--- config.mk ---
export PLATFORM = sky130hd
export DESIGN_NAME = hazard_ctrl_unit
export DESIGN_NICKNAME = d
export VERILOG_FILES = /design/src/rtl/hazard_pkg.sv /design/src/rtl/hazard_fwd_cmp.sv /design/src/rtl/hazard_ctrl_unit.sv
export SDC_FILE = /design/constraint.sdc
export NUM_CORES = 1
export LEC_CHECK = 0
export CAP_MARGIN = 20
export CORE_MARGIN = 10
export CORE_UTILIZATION = 35
export CTS_BUF_LIST = sky130_fd_sc_hd__clkbuf_8
export DETAILED_ROUTE_END_ITERATION = 7
export HOLD_SLACK_MARGIN = 0.05
export PLACE_DENSITY = 0.73
export SYNTH_ARGS = -nofsm -noshare
export SYNTH_HDL_FRONTEND = slang
export SYNTH_SLANG_ARGS = --single-unit
--- constraint.sdc ---
create_clock -name clk -period 2.6 [get_ports clk]
set_input_delay 0.26 -clock clk [delete_from_list [all_inputs] [get_ports clk]]
set_output_delay 0.26 -clock clk [all_outputs]
set_load 0.02 [all_outputs]
--- src/rtl/hazard_pkg.sv ---
// rtl/hazard_pkg.sv - shared encodings and shadow-entry type for the hazard controller
package hazard_pkg;

   // Execute-stage operand select encodings
   localparam logic [1:0] FWD_REG = 2'b00;   // register file read
   localparam logic [1:0] FWD_WB  = 2'b01;   // write_data_wb
   localparam logic [1:0] FWD_MEM = 2'b10;   // alu_result_mem

   // Shadow rd storage is sized for the widest supported register address;
   // narrower addresses are zero-extended before comparison.
   localparam int SHADOW_RD_W = 8;

   // Flush countdown needs to hold FLUSH_CYCLES-1, at most 2
   localparam int FLUSH_CNT_W = 2;

   typedef enum logic {
      RUN   = 1'b0,
      FLUSH = 1'b1
   } hz_state_t;

   typedef struct packed {
      logic                   valid;
      logic [SHADOW_RD_W-1:0] rd;
      logic                   reg_write;
      logic                   mem_read;
   } shadow_t;

endpackage

--- src/rtl/hazard_fwd_cmp.sv ---
// rtl/hazard_fwd_cmp.sv - one source register compared against the ex and mem shadow entries
module hazard_fwd_cmp
   import hazard_pkg::*;
#(
   parameter int REG_AW = 3
)
(
   input  logic [REG_AW-1:0]      i_rs,
   input  logic                   i_rs_used,
   input  logic                   i_ex_valid,
   input  logic [SHADOW_RD_W-1:0] i_ex_rd,
   input  logic                   i_ex_reg_write,
   input  logic                   i_mem_valid,
   input  logic [SHADOW_RD_W-1:0] i_mem_rd,
   input  logic                   i_mem_reg_write,
   output logic [1:0]             o_fwd
);

   logic [SHADOW_RD_W-1:0] w_rs;

   assign w_rs = SHADOW_RD_W'(i_rs);

   // Nearest producer wins; r0 is hardwired so it is never forwarded
   always_comb begin
      o_fwd = FWD_REG;
      if (i_rs_used && (w_rs != '0)) begin
         if (i_ex_valid && i_ex_reg_write && (i_ex_rd == w_rs)) begin
            o_fwd = FWD_MEM;
         end else if (i_mem_valid && i_mem_reg_write && (i_mem_rd == w_rs)) begin
            o_fwd = FWD_WB;
         end
      end
   end

endmodule

--- src/rtl/hazard_ctrl_unit.sv ---
// rtl/hazard_ctrl_unit.sv - forwarding, load-use stall and branch flush control; HAZARD_STATS_EN adds stall/flush counters
module hazard_ctrl_unit
   import hazard_pkg::*;
#(
   parameter int REG_AW       = 3,
   parameter int FLUSH_CYCLES = 2,
   parameter int CNT_W        = 16
)
(
   input  logic              clk,
   input  logic              reset,
   input  logic              id_valid,
   input  logic [REG_AW-1:0] id_rs1,
   input  logic [REG_AW-1:0] id_rs2,
   input  logic              id_uses_rs2,
   input  logic [REG_AW-1:0] id_rd,
   input  logic              id_reg_write,
   input  logic              id_mem_read,
   input  logic              branch_taken,
   output logic [1:0]        forwardA,
   output logic [1:0]        forwardB,
   output logic              stall_if_id,
   output logic              flush_if_id,
   output logic              flush_id_ex,
   output logic [CNT_W-1:0]  stall_count,
   output logic [CNT_W-1:0]  flush_count
);

   // Countdown value loaded on branch: the entry cycle itself is the first flush cycle
   localparam logic [FLUSH_CNT_W-1:0] FLUSH_LOAD  = FLUSH_CNT_W'(FLUSH_CYCLES - 1);
   localparam bit                     MULTI_FLUSH = (FLUSH_CYCLES > 1);

   shadow_t                 r_ex;
   shadow_t                 r_mem;
   shadow_t                 r_wb;
   shadow_t                 w_id_entry;
   hz_state_t               r_state;
   hz_state_t               w_state_nxt;
   logic [FLUSH_CNT_W-1:0]  r_flush_cnt;
   logic [FLUSH_CNT_W-1:0]  w_flush_cnt_nxt;
   logic                    w_load_use;
   logic                    w_flush;
   logic                    w_stall;
   logic                    w_flush_id_ex;
   logic [1:0]              w_fwd_a;
   logic [1:0]              w_fwd_b;
   logic [1:0]              r_fwd_a;
   logic [1:0]              r_fwd_b;
   logic [SHADOW_RD_W-1:0]  w_rs1_x;
   logic [SHADOW_RD_W-1:0]  w_rs2_x;
   logic                    w_unused;

   assign w_rs1_x    = SHADOW_RD_W'(id_rs1);
   assign w_rs2_x    = SHADOW_RD_W'(id_rs2);
   assign w_id_entry = '{valid:     id_valid,
                         rd:        SHADOW_RD_W'(id_rd),
                         reg_write: id_reg_write,
                         mem_read:  id_mem_read};

   // The retiring wb entry and the mem entry's load flag have no consumer here
   assign w_unused = &{1'b0, r_wb, r_mem.mem_read};

   // A load in EX whose result the ID instruction reads cannot be forwarded in time
   assign w_load_use = id_valid & r_ex.valid & r_ex.mem_read &
                       ((w_rs1_x == r_ex.rd) | (id_uses_rs2 & (w_rs2_x == r_ex.rd)));

   // Flush FSM state and countdown register
   always_ff @(posedge clk or posedge reset) begin
      if (reset) begin
         r_state     <= RUN;
         r_flush_cnt <= '0;
      end else begin
         r_state     <= w_state_nxt;
         r_flush_cnt <= w_flush_cnt_nxt;
      end
   end

   // Flush FSM next state: a branch starts the sequence, the countdown ends it
   always_comb begin
      w_state_nxt     = r_state;
      w_flush_cnt_nxt = r_flush_cnt;
      case (r_state)
         RUN: begin
            if (branch_taken && MULTI_FLUSH) begin
               w_state_nxt     = FLUSH;
               w_flush_cnt_nxt = FLUSH_LOAD;
            end
         end
         FLUSH: begin
            if (r_flush_cnt <= FLUSH_CNT_W'(1)) begin
               w_state_nxt     = RUN;
               w_flush_cnt_nxt = '0;
            end else begin
               w_flush_cnt_nxt = r_flush_cnt - FLUSH_CNT_W'(1);
            end
         end
      endcase
   end

   // Flush FSM outputs: flush overrides a coincident load-use stall
   always_comb begin
      w_flush = 1'b0;
      w_stall = 1'b0;
      if (!reset) begin
         w_flush = (r_state == FLUSH) || branch_taken;
         w_stall = w_load_use && !w_flush;
      end
      w_flush_id_ex = w_flush | w_stall;
   end

   assign stall_if_id = w_stall;
   assign flush_if_id = w_flush;
   assign flush_id_ex = w_flush_id_ex;

   hazard_fwd_cmp #(.REG_AW(REG_AW)) u_cmp_a (
      .i_rs            (id_rs1),
      .i_rs_used       (1'b1),
      .i_ex_valid      (r_ex.valid),
      .i_ex_rd         (r_ex.rd),
      .i_ex_reg_write  (r_ex.reg_write),
      .i_mem_valid     (r_mem.valid),
      .i_mem_rd        (r_mem.rd),
      .i_mem_reg_write (r_mem.reg_write),
      .o_fwd           (w_fwd_a)
   );

   hazard_fwd_cmp #(.REG_AW(REG_AW)) u_cmp_b (
      .i_rs            (id_rs2),
      .i_rs_used       (id_uses_rs2),
      .i_ex_valid      (r_ex.valid),
      .i_ex_rd         (r_ex.rd),
      .i_ex_reg_write  (r_ex.reg_write),
      .i_mem_valid     (r_mem.valid),
      .i_mem_rd        (r_mem.rd),
      .i_mem_reg_write (r_mem.reg_write),
      .o_fwd           (w_fwd_b)
   );

   // Shadow pipe: the ex entry takes a bubble whenever ID/EX is being cleared
   always_ff @(posedge clk or posedge reset) begin
      if (reset) begin
         r_ex  <= '0;
         r_mem <= '0;
         r_wb  <= '0;
      end else begin
         r_ex  <= w_flush_id_ex ? shadow_t'('0) : w_id_entry;
         r_mem <= r_ex;
         r_wb  <= r_mem;
      end
   end

   // Forward selects travel with the instruction into EX; bubbles get register reads
   always_ff @(posedge clk or posedge reset) begin
      if (reset) begin
         r_fwd_a <= FWD_REG;
         r_fwd_b <= FWD_REG;
      end else begin
         r_fwd_a <= w_flush_id_ex ? FWD_REG : w_fwd_a;
         r_fwd_b <= w_flush_id_ex ? FWD_REG : w_fwd_b;
      end
   end

   assign forwardA = r_fwd_a;
   assign forwardB = r_fwd_b;

`ifdef HAZARD_STATS_EN
   logic [CNT_W-1:0] r_stall_cnt;
   logic [CNT_W-1:0] r_flush_evt_cnt;

   // Saturating counts of stall cycles and accepted branch flushes
   always_ff @(posedge clk or posedge reset) begin
      if (reset) begin
         r_stall_cnt     <= '0;
         r_flush_evt_cnt <= '0;
      end else begin
         if (w_stall && (r_stall_cnt != '1)) begin
            r_stall_cnt <= r_stall_cnt + CNT_W'(1);
         end
         if ((r_state == RUN) && branch_taken && (r_flush_evt_cnt != '1)) begin
            r_flush_evt_cnt <= r_flush_evt_cnt + CNT_W'(1);
         end
      end
   end

   assign stall_count = r_stall_cnt;
   assign flush_count = r_flush_evt_cnt;
`else
   assign stall_count = '0;
   assign flush_count = '0;
`endif

endmodule

; Word level (Yosys, flattened, before mapping)
; Index checks and enable logic that the tools add are counted.
[op_classes]
n_addsub = 1
order_cmp = 1
eq_ne = 7
n_mux = 17
bitwise = 7
reduce_logical = 12
[ops]
columns = operator, count
row1 = == test 8 x 3 -> 1 bit, 4
row2 = == test 3 x 8 -> 1 bit, 2
row3 = two-way mux 2 bit, 8
row4 = nonzero test 8 bit, 2
row5 = two-way mux 11 bit, 1
row6 = logical AND 1 bit, 8
row7 = two-way mux 1 bit, 6
row8 = AND 1 bit, 4
row9 = case mux 2 bit (2 select lines), 1
row10 = "less-or-equal comparator 2 x 1 -> 1 bit, second input constant", 1
row11 = "inequality test 2 bit, second input constant", 1
row12 = bitwise OR 1 bit, 2
row13 = case mux 1 bit (2 select lines), 1
row14 = "subtractor 2 x 1 -> 2 bit, second input constant", 1
row15 = logical NOT 1 bit, 1
row16 = logical OR 1 bit, 1
row17 = NOT 1 bit, 1
[word_totals]
ff_bits = 28
input_bits = 16
out_inout_bits = 39
wordCells = 56

; Depth between registers and ports, before layout
; Gate-level depths: netlist (run 1).
[depth]
depth_word = 8
depth_mapped = 5
ltp_nobuf = 4

; Cells and area by module
; Synthesis (run 1) repeated with hierarchy kept, for this count alone.
[unflattened]
cells_unflattened = 130
area_unflattened_um2 = 1183.6
[modules_own_cells]
columns = module, instances, cells_each, area_per_inst_um2
row1 = hazard_ctrl_unit, 1, 96, 935.9
row2 = hazard_fwd_cmp, 2, 17, 123.9

; Worst setup path after synthesis (run 1)
; No wires, ideal clock.
[synth_path]
path_type = input port to output port
start = input reset
end = output flush_id_ex
arrival_time_ps = 1438
setup_slack_ps = 902
cell_stages = 4
cell_sequence = inv_1 nand4_1 a2111oi_4 nand2b_1
[synth_between]
elab_chain_len = 2
[synth_rtl]
columns = element, line
row1 = "start, declared", hazard_ctrl_unit.sv:11  ; input logic reset,
row2 = two-way mux 1 bit, hazard_ctrl_unit.sv:104  ; if (!reset) begin
row3 = bitwise OR 1 bit *, hazard_ctrl_unit.sv:108  ; w_flush_id_ex = w_flush | w_stall;
row4 = "end, declared", hazard_ctrl_unit.sv:24  ; output logic flush_id_ex,
; Mark *: on every way between the ends. The rest lies on a longest branch, timed or not.

; Worst setup path in the final report (run 1)
[layout_path]
start = input id_rs1[2]
end = output stall_if_id
[layout_between]
elab_chain_len = 5
[layout_rtl]
columns = element, line
row1 = "start, declared", hazard_ctrl_unit.sv:13  ; input logic [REG_AW-1:0] id_rs1,
row2 = == test 3 x 8 -> 1 bit, hazard_ctrl_unit.sv:65  ; ((w_rs1_x == r_ex.rd) | (id_uses_rs2 & (w_rs2_x == r_ex.rd)));
row3 = bitwise OR 1 bit, hazard_ctrl_unit.sv:65
row4 = AND 1 bit, hazard_ctrl_unit.sv:64  ; assign w_load_use = id_valid & r_ex.valid & r_ex.mem_read &
row5 = logical AND 1 bit, hazard_ctrl_unit.sv:106  ; w_stall = w_load_use && !w_flush;
row6 = two-way mux 1 bit, hazard_ctrl_unit.sv:104
row7 = "end, declared", hazard_ctrl_unit.sv:22  ; output logic stall_if_id,
; No other way between the ends.

==> out/metrics.cfg, run 1 <==
[setup_path]
required_ps=2340
reg2reg_depth=5
crit_top_cell=clkdlybuf4s50_1
cp_cell_sequence=clkdlybuf4s50_1 -> xnor2_1 -> nand3_2 -> a2111oi_4 -> clkdlybuf4s50_1
r2r_slack_ps=940
r2r_start=r_ex[4]
path_class=input port to primary output
crit_arrival_ps=2250
worstPathMaxFanout=3
endpoint_kind=primary output
cp_slowest_stage_delay_ps=690
cpMaxStageDelayCell=clkdlybuf4s50_1
cp-start-kind=input port
worst_r2r_endpoint=forwardB[1]

[pwr]
ir_drop_mv=0.164
comb_power_share_pct=19.9
clock_power_share_pct=33.4
p_int_uw=476
switchingPower_uw=185
power_per_cell_area_nw_per_um2=531
seqPwrFrac_pct=46.6
leakage_nw=0.599
swShare_pct=28.0

[yosys]
yosys-top-cells-area=dfrtp_1 (43%), buf_4 (23%), xnor2_1 (5.1%), xor2_1 (5.1%), nand2_1 (4.0%)
synth_seq_area_share_pct=43.3
syn_inst=104
synthDistinctLibCells=22
avgSynthCellArea_sq_um=10.0
syn_area_sq_um=1040
synth_top_area_share_pct=43.3
yosysWarnings=0
synth_seq_cells=18
synth.largest_area_cell=dfrtp_1

[finish]
fillers=289
final_nets=147
multi_input_area_sq_um=454
final_common_cell=conb_1
instances_no_fill=161
n_antenna_cell=0
syn2layout_area_growth_pct=19.6
register_area_sq_um=450
layout_common_cells=conb_1 (32), clkdlybuf4s50_1 (21), dfrtp_1 (18), nand2_1 (11), nor2_1 (7)
layout-drive-gt1-share_pct=7.69

[global_routing]
antenna_found_initial=0
overflow=0
grt_max_degree=20
grtUsageTotal_pct=8.20
grt_pass1_vias=774
grt_pass1_wl_um=3470

[clocking]
path_clk_slew_ps=60
postCtsSetupRepairBufs=0
clk_latency_ps=250
numCtsBuffers=3
clock_sink_count=18
clock_path_buffers=2
h-tree-depth=1
root_buffer=clkbuf_8
cts_tree=done

[detailed_routing]
drcViolationCount=0
post_drt_wl_per_cell_um=14.2
first_pass_iters=5
ant_nets=0
drt_iter0_markers=54
vias=700
viasPerCell=4.35
routed_wl_um=2290

[floorplanning]
std_cell_rows=19
io_pins=55
fp.dieW_um=74.5
dieArea_sq_um=5550
core_area_sq_um=2810
fp.dieH_um=74.5
start_util_pct=37.1

[outcome]
status=finished, final reports clean

[hold_path]
hold_class=input port to asynchronous set/reset pin

[place]
hpwl_um=1930
io_buffer_count=22
gp_congestion=0.829
place_inst=157

[timing]
final-hold-violation-count=0
tns_ps=0
timing.fmax_ghz=0.399
fin_crit_ps=2510
finalCritPeriodShare_pct=96.4
fin_skew_ps=2.22
setup_violations=0
slew_viol_final=0
rsz0062_at_grt=no

[flow_run]
drv_cap=0

-- power by group through the flow --
stage          Clock (mW)  Sequential (mW)  Combinational, mW
3_3_place_gp            0            0.312              0.126
6_report            0.221            0.308              0.132
2_1_floorplan           0            0.310              0.122
3_5_place_dp            0            0.313              0.129
5_1_grt             0.245            0.310              0.144
4_1_cts             0.229            0.308              0.129
-- flip-flops by register name, summed over array words and instances, names as in the netlist --
signal / flops
forwardB: 2
forwardA: 2
r_mem: 5
r_flush_cnt: 2
r_ex: 6
r_state: 1
-- metal layers --
layer	track usage (%)	vias up	wire, um
li1	-	326	-
met1	8.66	324	924
met2	12.6	45	976
met3	4.92	5	348
met4	4.41	0	35
met5	0	-	0
-- layout make-up --
| cell class | instances | area share (%) |
|---|---|---|
| multi-input cells | 82 | 36.5 |
| flip-flops and latches | 18 | 36.2 |
| repair buffers | 24 | 19.1 |
| clock buffers | 4 | 4.43 |
| well taps | 31 | 3.12 |
| inverters | 2 | 0.604 |
-- kinds of logic after synthesis --
family                    after synthesis  synth area share [%]
other                                   1                 0.361
and+or+nand+nor                        32                  15.2
AOI/OAI and AO/OA                       6                  6.14
xor gates and xnor gates               12                  10.1
buffers and inverters                  35                  24.9
DFF                                    18                  43.3
-- synth_stat cells --
library cell  instances
nand2_1              11
nor4_1                3
buf_4                32
nand3_2               1
o311ai_0              1
and3_1                1
xnor2_1               6
o21ai_0               1
nor3_1                3
nand4_1               2
o22ai_1               1
nand2b_1              3
a2111oi_4             1
dfrtp_1              18
conb_1                1
xor2_1                6
o31ai_1               1
nand4b_1              1
nor2_1                7
buf_6                 1
o21ai_2               1
inv_1                 2
-- how the worst max path moves through the flow --
stage	slack (ps)	cells after the start	from	end
after detailed placement	40	6	id_rs1[2]	flush_id_ex
after global placement	90	6	id_rs1[0]	flush_id_ex
after floorplan	900	4	reset	flush_id_ex
final	90	5	id_rs1[2]	stall_if_id
after global routing	20	5	id_rs2[0]	stall_if_id
after CTS	30	6	id_rs1[2]	flush_id_ex
-- metrics by stage --
stage               hold WS [ps]  worst slack (ps)  cell area [sq um]  utilization, %  power [mW]
detailed placement           368              39.9               1180            42.0       0.442
global placement             360              89.6               1180            42.0       0.438
finish                       357              93.5               1240            44.3       0.660
CTS                          361              31.2               1230            44.0       0.666
floorplan                    223               902               1160               -       0.432
global route                 377              17.0               1240            44.3       0.699
-- timing repair --
item                       CTS  global route
hold buffers                 0             0
resized for setup            0             2
setup endpoints to repair    0             2
-- worst max-delay path, delay by kind of cell --
kind	cells	cell delay, ps
compound gates	1	430
xor+xnor	1	160
buf+inv	2	1250
simple gates	1	150
Note: power is estimated with default switching activity, not from simulation.
==> run 2: changes to the inputs <==
- CAP_MARGIN: 20 -> unset
- CTS_CLUSTER_SIZE: unset -> 28
- GPL_ROUTABILITY_DRIVEN: unset -> 0
==> results of run 2 <==
No change in the layout: final DEF, timing and power equal those of run 1.
